$ cat config.mk
export PLATFORM = sky130hd
export DESIGN_NAME = mem_arbiter
export DESIGN_NICKNAME = d
export VERILOG_FILES = /design/src/rtl/mem_arbiter.sv
export SDC_FILE = /design/constraint.sdc
export NUM_CORES = 1
export LEC_CHECK = 0
export BUFFER_PORTS_ARGS = -buffer_cell sky130_fd_sc_hd__buf_2
export CAP_MARGIN = 10
export CORE_AREA = 5 5 101 103
export CTS_CLUSTER_DIAMETER = 40
export DETAILED_ROUTE_END_ITERATION = 8
export DIE_AREA = 0 0 106 108
export PLACE_DENSITY = 0.68
export SLEW_MARGIN = 20
export SYNTH_ARGS = -nofsm -noshare
export SYNTH_HDL_FRONTEND = slang
export SYNTH_SLANG_ARGS = --single-unit
$ cat constraint.sdc
create_clock -name clk -period 1.93 [get_ports clk]
set_input_delay 0.386 -clock clk [delete_from_list [all_inputs] [get_ports clk]]
set_output_delay 0.386 -clock clk [all_outputs]
set_load 0.03 [all_outputs]
$ cat src/rtl/mem_arbiter.sv
// rtl/mem_arbiter.sv - round-robin arbiter sharing one DRAM burst port between icache and dcache
module mem_arbiter #(
    parameter int BLOCK_SIZE = 8,
    parameter int OFFSET_W   = 5
) (
    input  logic        clk,
    input  logic        reset,
    input  logic        i_req,
    input  logic [31:0] i_addr,
    output logic [31:0] i_data,
    output logic        i_val,
    input  logic        d_req,
    input  logic        d_we,
    input  logic [31:0] d_addr,
    input  logic [31:0] d_wdata,
    output logic [31:0] d_data,
    output logic        d_val,
    output logic        d_wnext,
    output logic        mem_req,
    output logic        mem_we,
    output logic [31:0] mem_addr,
    output logic [31:0] mem_wdata,
    input  logic [31:0] mem_rdata,
    input  logic        mem_val,
    output logic [1:0]  owner
);

    localparam int CNT_W = $clog2(BLOCK_SIZE);

    typedef enum logic [1:0] {IDLE, GNT_I, GNT_D, DONE} state_t;

    state_t             state_q, state_d;
    logic [CNT_W-1:0]   beat_cnt_q, beat_cnt_d;
    logic               last_d_q, last_d_d;
    logic               mem_req_q, mem_req_d;
    logic               mem_we_q, mem_we_d;
    logic [31:0]        mem_addr_q, mem_addr_d;
    logic [1:0]         owner_q, owner_d;

    logic               any_req;
    logic               pick_d;
    logic               in_grant;
    logic               last_beat;
    logic               unused_addr_bits;

    // On a tie the client that did not win last time gets the port
    assign any_req   = i_req | d_req;
    assign pick_d    = d_req & (~i_req | ~last_d_q);
    assign in_grant  = (state_q == GNT_I) || (state_q == GNT_D);
    assign last_beat = in_grant && mem_val && (beat_cnt_q == CNT_W'(BLOCK_SIZE - 1));
    assign unused_addr_bits = ^{i_addr[OFFSET_W-1:0], d_addr[OFFSET_W-1:0]};

    always_ff @(posedge clk or posedge reset) begin
        if (reset) begin
            state_q    <= IDLE;
            beat_cnt_q <= '0;
            last_d_q   <= 1'b0;
            mem_req_q  <= 1'b0;
            mem_we_q   <= 1'b0;
            mem_addr_q <= '0;
            owner_q    <= 2'b00;
        end else begin
            state_q    <= state_d;
            beat_cnt_q <= beat_cnt_d;
            last_d_q   <= last_d_d;
            mem_req_q  <= mem_req_d;
            mem_we_q   <= mem_we_d;
            mem_addr_q <= mem_addr_d;
            owner_q    <= owner_d;
        end
    end

    always_comb begin
        state_d = state_q;
        case (state_q)
            IDLE:         if (any_req) state_d = pick_d ? GNT_D : GNT_I;
            GNT_I, GNT_D: if (last_beat) state_d = DONE;
            DONE:         state_d = IDLE;
            default:      state_d = IDLE;
        endcase
    end

    always_comb begin
        beat_cnt_d = beat_cnt_q;
        last_d_d   = last_d_q;
        mem_req_d  = mem_req_q;
        mem_we_d   = mem_we_q;
        mem_addr_d = mem_addr_q;
        owner_d    = owner_q;
        if (state_q == IDLE && any_req) begin
            beat_cnt_d = '0;
            last_d_d   = pick_d;
            mem_req_d  = 1'b1;
            if (pick_d) begin
                mem_addr_d = {d_addr[31:OFFSET_W], {OFFSET_W{1'b0}}};
                mem_we_d   = d_we;
                owner_d    = 2'b10;
            end else begin
                mem_addr_d = {i_addr[31:OFFSET_W], {OFFSET_W{1'b0}}};
                mem_we_d   = 1'b0;
                owner_d    = 2'b01;
            end
        end else if (in_grant && mem_val) begin
            beat_cnt_d = beat_cnt_q + CNT_W'(1);
            if (last_beat) begin
                mem_req_d = 1'b0;
                owner_d   = 2'b00;
            end
        end
    end

    always_comb begin
        i_val     = mem_val & (state_q == GNT_I);
        d_val     = mem_val & (state_q == GNT_D) & ~mem_we_q;
        d_wnext   = mem_val & (state_q == GNT_D) & mem_we_q;
        i_data    = mem_rdata;
        d_data    = mem_rdata;
        mem_wdata = d_wdata;
        mem_req   = mem_req_q;
        mem_we    = mem_we_q;
        mem_addr  = mem_addr_q;
        owner     = owner_q;
    end

endmodule
======== Yosys cells after proc, flatten, opt, wreduce, memory -nomap -nowiden ========
Index checks and enable logic that the tools add are counted.
storage, ports and cells
  register bits after elaboration ......... 42
  input port bits ......................... 134
  output and inout bits ................... 135
  logic and storage cells ................. 48
operators by class
  add/subtract/negate cells ............... 1
  equality and inequality tests ........... 6
  mux-type cells .......................... 14
  bitwise gates (word level) .............. 10
  reduce and logical (&&, ||, !) cells .... 10
operators by type and width
  operator                                             number
  two-way mux 32 bit                                   1
  two-way mux 2 bit                                    6
  two-way mux 3 bit                                    2
  one-hot mux 2 bit (3 select lines)                   1
  bitwise AND 1 bit                                    5
  equality test 2 bit, second input constant           2
  two-way mux 1 bit                                    4
  != test 2 bit, second input constant                 2
  AND reduction 2 bit                                  2
  nonzero test 2 bit                                   2
  adder 3 x 1 -> 3 bit, second input constant          1
  equality test 3 bit, second input constant           1
  logical AND 1 bit                                    3
  inverter 1 bit                                       3
  equality test 2 x 1 -> 1 bit, second input constant  1
  logical NOT 2 bit                                    1
  bitwise OR 1 bit                                     2
  OR reduction 2 bit                                   1
  logical OR 1 bit                                     1

======== Depth between registers and ports, before layout ========
Gate-level depths: netlist of the first run.
  depth after elaboration ................. 7
  depth in mapped cells ................... 7
  depth with buffers taken out ............ 5

======== Least setup slack after synthesis of the first run ========
Ideal clock, no wire load.
  path type ............................... reg-to-reg
  from .................................... register state_q[0]
  to ...................................... register mem_addr_q[10], in the netlist mem_addr[10]
  setup time .............................. 0.126 ns
  arrival ................................. 1.357 ns
  required time ........................... 1.804 ns
  setup slack ............................. 0.447 ns
  cell stages (with the launch flop) ...... 8
  buffers on the path ..................... 2
  period minus slack after synthesis ...... 1.483 ns
  cell sequence ........................... dfrtp_1 inv_1 ha_1 nand2_1 nor2_1 buf_6 buf_6 a221o_1
on the way
  word-level cells in the longest chain between the ends .. 2
ends and longest elaborated chain
  item                    line  source
  from (decl)             32    state_t state_q, state_d;
  from (signal assigned)  63    state_q <= state_d;
  logical NOT 2 bit       90    if (state_q == IDLE && any_req) begin
  logical AND 1 bit       90
  to (signal assigned)    68    mem_addr_q <= mem_addr_d;
  to (decl)               37    logic [31:0] mem_addr_q, mem_addr_d;
No other way between the ends.
A chain may end at the register's enable or synchronous reset.

======== Worst setup path after layout of the first run ========
  from .................................... register state_q[0]
  to ...................................... output d_wnext
on the way
  word-level cells in the longest chain between the ends .. 3
ends and longest elaborated chain
  item                             line  source
  equality test 2 bit              115   d_wnext = mem_val & (state_q == GNT_D) & mem_we_q;
  bitwise AND 1 bit (2 in series)  115
  to (decl)                        18    output logic d_wnext,
No other way between the ends.

==> results of run 1 <==
[report_power, final]
group	internal (mW)	leakage [nW]	switching (mW)
sequential	1.13	0.458	0.168
combinational	0.872	0.747	1.37
clock	0.387	0.0543	0.321
[worst reg2reg max path, stage by stage, from the launching register on]
cell and delay (ns):
dfrtp_1 0.39, inv_1 0.10, ha_1 0.29, o21ai_2 0.10, buf_4 0.20, and2_1 0.17, a221o_1 0.26
[area by class of cell]
| type | count | area (µm²) | share of cell area, % |
|---|---|---|---|
| Tap cell | 111 | 139 | 5.67 |
| Clock buffer | 5 | 68.8 | 2.81 |
| Inverter | 5 | 18.8 | 0.767 |
| Multi-Input combinational cell | 98 | 731 | 29.9 |
| Timing Repair Buffer | 100 | 518 | 21.2 |
| Sequential cell | 37 | 926 | 37.8 |
| Clock inverter | 3 | 46.3 | 1.89 |
[sequential cells by signal, summed over array words and instances, names as in the netlist]
register and flops:
beat_cnt_q 3, last_d_q 1, mem_addr 27, mem_req 1
mem_we 1, owner 2, state_q 2
[layer usage]
metal / vias to the layer above / part of all wire, %
li1: 732 / -
met1: 781 / 35
met2: 83 / 50
met3: 42 / 9.8
met4: 0 / 4.9
met5: - / 0
[final timing paths]
kind | to | cells after the start | slack, ns
min in group clk | mem_addr[23] | 2 | 0.32
worst max register to register | mem_addr[11] | 6 | 0.29
max in group asynchronous | mem_addr[27] | 3 | 1.37
worst min-delay path | mem_addr[24] | 3 | 0.19
worst min register to register | mem_req | 2 | 0.48
worst max-delay path | d_wnext | 4 | 0.26
[cell usage after synthesis]
| cell | n | share of area (%) |
|---|---|---|
| mux2_2 | 1 | 0.46 |
| a31o_2 | 2 | 0.71 |
| o21ai_1 | 1 | 0.20 |
| nor2b_1 | 1 | 0.25 |
| a21oi_1 | 2 | 0.41 |
| a221o_1 | 27 | 11 |
| inv_1 | 5 | 0.76 |
| a22o_1 | 1 | 0.35 |
| ha_1 | 5 | 2.5 |
| buf_4 | 103 | 31 |
| a22oi_1 | 1 | 0.30 |
| o22ai_1 | 3 | 0.76 |
| a21oi_4 | 1 | 0.66 |
| and2_1 | 22 | 5.6 |
| and3_1 | 1 | 0.25 |
| dfrtp_1 | 37 | 37 |
| nor2_1 | 4 | 0.61 |
| conb_1 | 1 | 0.15 |
| and2_0 | 6 | 1.5 |
| buf_2 | 3 | 0.61 |
| mux2i_1 | 1 | 0.41 |
| nand3_1 | 3 | 0.61 |
| clkbuf_2 | 1 | 0.20 |
| and2_2 | 1 | 0.30 |
| nand2_1 | 9 | 1.4 |
| buf_6 | 2 | 0.91 |
| xor2_1 | 1 | 0.35 |
[logic make-up after synthesis]
kind of cell	after synthesis
mux	2
fa+ha+maj	5
other cells	1
flops	37
buf+inv	114
simple gates	47
xor+xnor	1
compound gates	38
[per-stage QoR]
stage	utilization [%]	setup WS [ns]	hold WS [ns]	std cells
CTS	26.9	0.242	0.209	359
global route	26.9	0.172	0.252	359
floorplan	-	0.447	0.506	249
finish	26.9	0.264	0.191	359
detailed placement	25.6	0.298	0.462	351
global placement	25.6	0.370	0.457	351
==> results.md, run 1 <==
Timing:
- The count of final hold-check violations is 0.
- The setup total negative slack is 0 ns.
- Clock skew on the completed layout was measured at 0.00583 ns.
- The achievable clock frequency is 600 MHz.
- The post-route fraction of the period consumed by the critical path is 86.3%.
- Setup repair after global routing left no endpoint under its margin.
- The final max-slew violation count is 0.
- The clock period minus worst slack is 1.67 ns.
- Setup violations remaining at the end of the flow were counted as 0.
- The remaining max-slew budget at the tightest pin is 66.4%.
- For the pin with the worst max-slew slack, the measured transition is 0.504 ns.

Synthesis:
- Multiplexer cells account for 0.861% of the synthesized area.
- The adder and majority cell fraction of the synthesized area is 2.53%.
- For this run, the number of Yosys warnings is 0.
- In this run, synthesis produced a sequential element count of 37.
- The synthesized netlist devotes 14.3% of its cell area to compound gates.
- Summing the areas of all xor and xnor instances in the mapped netlist gives 0.355% of the synthesized area.
- After synthesis, flip-flops and latches occupy 37.5% of the total area.
- The unique cell type count in the Yosys netlist is 27.
- The average cell area after synthesis is 10.1 µm².
- The main combinational cell family by area after synthesis is buffers and inverters.
- The simple-gate share of the synthesized area is 10.5%.
- In the synthesized netlist, the number of instances is ~250.
- In this run the cell area of the synthesized design comes to ~2500 µm².

Clock network:
- For this design, the CTS-stage hold fixing added 0 buffers.
- The clock reaches the later pin of the worst-skew pair after 0.29 ns.
- The number of buffers created by CTS is 5.
- The H-tree was split into 2 levels.
- The CTS tree is done.
- The number of resized instances in the post-cts repair step is 0.
- The maximum count of clock buffers along a single path is 2.
- The post-CTS setup buffer count is 0.
- The buffer cell driving the clock tree root is clkbuf_8.
- The number of sinks on the clock net is 37.
- Clock-pin slew was measured on the worst setup and hold paths at 0.09 ns.

Global route:
- For met3 alone, demand over resource in global routing was roughly 4%.
- The overflow left after global routing is 0.
- The first global-routing pass estimated 8780 µm of wire.
- The met2 demand-to-capacity share in global routing is 17.4%.
- The global-route usage over all layers is 9.96%.
- The number of global-route vias before repair is 1675.
- Entering global routing, the biggest net connects 38 pins.
- For met1 alone, demand over resource in global routing was 9.83%.
- The number of antenna violations at the first check in global routing is 0.
- The layer with the highest usage after global routing is met2.

Routing:
- The first detailed-routing pass ran for 4 iterations.
- The final layout contains routed wiring with a total length of 5920 µm.
- The number of routed nets with antenna violations is 0.
- The number of vias per cell is 4.56.
- The vias after detailed routing is around 1.6k.
- After detailed routing, the number of remaining DRC violations is 0.
- Dividing the detail-routed wire length by the instance count gives 16.5 µm.
- The detailed router finished its first iteration with between 50 and 60 violations.

Floorplan:
- The standard-cell row count is 35.
- The die is approximately 110 µm tall.
- The initial utilization of the core area, before any placement, comes to 27.1%.
- The die outline area is 11400 µm².
- The I/O pin count is 269.
- The die is about 110 µm wide.
- The placeable core area is 9110 µm².

Setup path:
- The arrival time at the worst endpoint is 1.28 ns.
- The kind of cell with the highest combined delay along the critical path is flip-flops.
- The timing startpoint of the critical path is state_q[0].
- Of all nets on the critical path, the largest fanout is 3.
- The number of buffers and inverters on the critical path is 2.
- The master of the slowest instance on the critical path is dfrtp_1.
- The type of origin of the critical path is a flop.
- The startpoint of the worst-slack reg-to-reg timing path is state_q[0].
- In this design, the stage delay of the slowest critical-path cell is 0.39 ns.
- The capturing element type of the critical path is an output pin.
- For the worst setup path, the data required time is approximately 1.5 ns.
- The critical path class is flop to output pin.
- Walking the worst path, the cells encountered are inv_1 -> ha_1 -> and3_1 -> buf_2.

Place:
- At the end of routability-driven placement, the weighted congestion stood at 0.777.
- Port buffering added 93 buffers.
- The cell area after placement is between 2000 and 2500 µm².
- The total half-perimeter wirelength after legalization and detailed placement is 4540 µm.

Layout:
- The area growth from synthesis to layout is -0.912%.
- The filler cells instantiated in the layout total about 960.
- The leading cell type in the layout, fill and taps excluded is buf_2.
- The repair_antennas step left the layout with diodes totalling 0.
- The number of nets in the layout is 386.
- The post-route netlist has 46.4% of its cells at a drive strength greater than 1.
- The final design instance area without fill is 2450 µm².
- Leaving out fill and tap cells, the most frequent cells in the layout are buf_2, dfrtp_1, a221o_1.

Power and ir drop:
- For this design the ratio of total power to cell area is approximately 1700 nW/µm².
- The leakage component of the power is 1.26 nW.
- The design draws 4.25 mW.
- The worst ir drop on vdd is 0.000550 V.

Hold path:
- The worst hold path belongs to the class input pin to async pin.

Outcome:
- The run finished with clean final reports.

Flow run:
- The total of max-cap violations is 0.
(Power assumes the default switching activity.)
==> run 2, diff against run 1 <==
--- a/config.mk
+++ b/config.mk
@@ -7,12 +7,15 @@
 export LEC_CHECK = 0
 export BUFFER_PORTS_ARGS = -buffer_cell sky130_fd_sc_hd__buf_2
 export CAP_MARGIN = 10
-export CORE_AREA = 5 5 101 103
+export CELL_PAD_IN_SITES_DETAIL_PLACEMENT = 0
+export CELL_PAD_IN_SITES_GLOBAL_PLACEMENT = 1
+export CORE_MARGIN = 5
+export CORE_UTILIZATION = 23
 export CTS_CLUSTER_DIAMETER = 40
 export DETAILED_ROUTE_END_ITERATION = 8
-export DIE_AREA = 0 0 106 108
-export PLACE_DENSITY = 0.68
+export PLACE_DENSITY = 0.86
 export SLEW_MARGIN = 20
 export SYNTH_ARGS = -nofsm -noshare
 export SYNTH_HDL_FRONTEND = slang
 export SYNTH_SLANG_ARGS = --single-unit
+export TNS_END_PERCENT = 10
==> results.md, run 2 (same netlist as run 1, synthesis figures left out) <==
Outcome:
- The flow ran to the end, and the final reports show no timing, DRC or antenna violations.

Timing:
- The post-route fraction of the period consumed by the critical path was 86.4% (about the same).
- The remaining max-slew budget at the tightest pin is 54.2% (-12 points).
- The count of final hold-check violations is 0 (unchanged).
- The worst clock skew is 0.00311 ns (-0.00272 ns).
- The pin slew with the least headroom to its limit is 0.683 ns (+0.179 ns).
- The achievable clock frequency came to 600 MHz (about the same).
- The final setup violation count was 0 (unchanged).
- Setup repair after global routing left no endpoint under its margin.
- The clock period minus worst slack came to 1.67 ns (+0.00152 ns).
- The final max-slew violation count came to 0 (unchanged).
- The setup total negative slack is 0 ns (unchanged).

Floorplan:
- The vertical die dimension is 114 µm (+5.2%).
- The I/O pin count came to 269 (unchanged).
- The initial core utilization was 23.7% (-3.4 points).
- The placeable core area is 10400 µm² (+14%).
- The standard-cell row count is 37 (+5.7%).
- The die width came to 114 µm (+7.2%).
- The die outline area was 12900 µm² (+13%).

Setup path:
- The worst setup path is captured at an output pin.
- The timing startpoint of the critical path is state_q[0].
- The most critical setup path has its endpoint at d_wnext.
- The worst-case register-to-register setup slack is 0.30 ns (about the same).
- The startpoint of the worst-slack reg-to-reg timing path is state_q[0].
- The worst register-to-register path ends at mem_addr[5].
- The arrival time at the worst endpoint is 1.28 ns (about the same).
- The number of cells traversed by the worst register-to-register path came to 6 (unchanged).
- The critical path class is flop to output pin.
- The maximum fanout along the worst path was 3 (unchanged).
- The type of origin of the critical path is a flop.
- The data required time of the worst path came to 1.54 ns (about the same).

Power and ir drop:
- The internal power contribution is 2.29 mW (-4.1%).
- The total power divided by cell area was 1670 nW/µm² (-3.7%).
- The clock share of power came to 13.8% (-2.9 points).
- The net switching power is 1.82 mW (-1.7%).
- The share of power burned in combinational logic is 54.5% (+1.8 points).
- The leakage component of the power is 1.25 nW (-0.73%).
- The switching power as a share of total power is 44.3% (+0.62 points).
- The power share of the sequential group is 31.7% (+1.1 points).
- The worst ir drop on vdd came to 0.000508 V (-7.5%).

Layout:
- The library cells used most frequently in the layout, excluding fill and tap cells, are buf_2, dfrtp_1, a221o_1.
- The number of fillers in the final layout is 1105 (+15%).
- The growth of design area from synthesis to finish is -0.304%.
- The number of inserted diodes came to 0 (unchanged).
- The ratio of cells with drive above 1 in the final layout is 45.7% (-0.62 points).
- The number of flip-flops in the largest register is 27 (unchanged).
- The share of the core filled with cells in the final layout is 23.6% (-3.2 points).
- The number of nets in the layout is 386 (unchanged).
- The final design instance area without fill is 2460 µm² (+0.61%).
- The leading cell type in the layout, fill and taps excluded is buf_2.

Place:
- The final weighted congestion of routability-driven global placement is 0.705 (-9.2%).
- The total half-perimeter wirelength after legalization and detailed placement is 4720 µm (+4.0%).
- The cell area after placement is 2380 µm² (+1.9%).
- The count of buffers inserted at the top-level ports was 93 (unchanged).

Clock network:
- The number of sinks on the clock net is 37 (unchanged).
- The number of buffers created by CTS was 5 (unchanged).
- The post-CTS setup buffer count came to 0 (unchanged).
- The number of resized instances in the post-cts repair step is 0 (unchanged).
- The buffer cell driving the clock tree root is clkbuf_8.
- The maximum count of clock buffers along a single path was 2 (unchanged).
- The clock-pin slew on the worst setup and hold paths is 0.07 ns (-0.02 ns).
- The clock latency on the worst-skew pair is 0.29 ns (about the same).
- TritonCTS built the clock tree.
- The number of buffers added to fix hold violations after cts came to 0 (unchanged).
- The H-tree depth reported by CTS came to 2 (unchanged).

Routing:
- The DRC violation count after routing is 0 (unchanged).
- The number of vias per cell is 4.29 (-6.0%).
- The number of DRC violations after detailed-routing iteration 0 came to 76 (+36%).
- The total wire length after detailed routing was 6150 µm (+3.9%).
- The first-pass detailed-route iteration total was 4 (unchanged).
- The average wire per cell in the routed design came to 16.1 µm (-2.6%).
- The number of routed nets with antenna violations was 0 (unchanged).
- The vias after detailed routing is 1643 (+0.31%).

Global route:
- The number of global-route vias before repair was 1759 (+5.0%).
- The wire length of the first global-routing pass is 9340 µm (+6.4%).
- The global-route usage over all layers came to 9.21% (-0.75 points).
- The overflow left after global routing is 0 (unchanged).
- The maximum number of pins on one net before global-route repair is 23 (-39%).
- The number of antenna violations at the first check in global routing is 0 (unchanged).

Hold path:
- The type of the worst min-delay path is input pin to async pin.

Flow run:
- The total of max-cap violations came to 0 (unchanged).
==> run 2: changes by cell type in the layout (fill, tap and decap cells not counted) <==
cell        delta
buf_12         +1
buf_4          -1
bufinv_16      -1
clkbuf_1       +1
clkbuf_8       +1
clkinv_1       +1
clkinv_4       -1
clkinvlp_4     -1
inv_1          -1
==> run 2: stage by stage <==
stage / hold slack [ns] / instances / power [mW] / setup WS [ns]
final: 0.111 / 383 / 4.12 / 0.262
after global routing: 0.155 / 383 / 4.41 / 0.165
after CTS: 0.115 / 383 / 4.20 / 0.238
after detailed placement: 0.438 / 376 / 3.60 / 0.293
after global placement: 0.424 / 376 / 3.53 / 0.342
after floorplan: 0.506 / 249 / 3.30 / 0.447
==> run 2: layout make-up <==
type	instances	area, µm²	area share (%)
tap	136	170	6.91
sequential	37	926	37.6
multi-input combinational	98	731	29.7
clock buffer	7	86.3	3.51
inverter	5	18.8	0.762
timing repair buffer	100	531	21.5
==> run 2: worst min path at each step <==
stage | cells after the start | to | slack (ns)
after floorplan | 2 | beat_cnt_q[1] | 0.51
final | 2 | owner[1] | 0.11
after CTS | 2 | beat_cnt_q[2] | 0.11
after global placement | 2 | owner[1] | 0.42
after global routing | 2 | beat_cnt_q[2] | 0.15
after detailed placement | 2 | mem_we | 0.44
==> run 2: metal layers <==
| layer | wire length (µm) | global-route usage, % |
|---|---|---|
| met1 | 2230 | 9.67 |
| met2 | 3000 | 15.6 |
| met3 | 663 | 3.02 |
| met4 | 262 | 6.25 |
| met5 | 0 | 0 |
==> run 2: worst max-delay path, cell delays in order, from the launching register on <==
cell     delay, ns
dfrtp_1       0.38
inv_1         0.10
ha_1          0.17
and3_1        0.15
buf_2         0.19
==> run 2: power by group through the flow <==
stage                     logic, mW  clock network (mW)  registers (mW)
after detailed placement       2.28                   0            1.32
after floorplan                1.42                   0            1.88
final                          2.24               0.567            1.31
after CTS                      2.29               0.606            1.31
after global routing           2.44               0.624            1.35
after global placement         2.23                   0            1.30
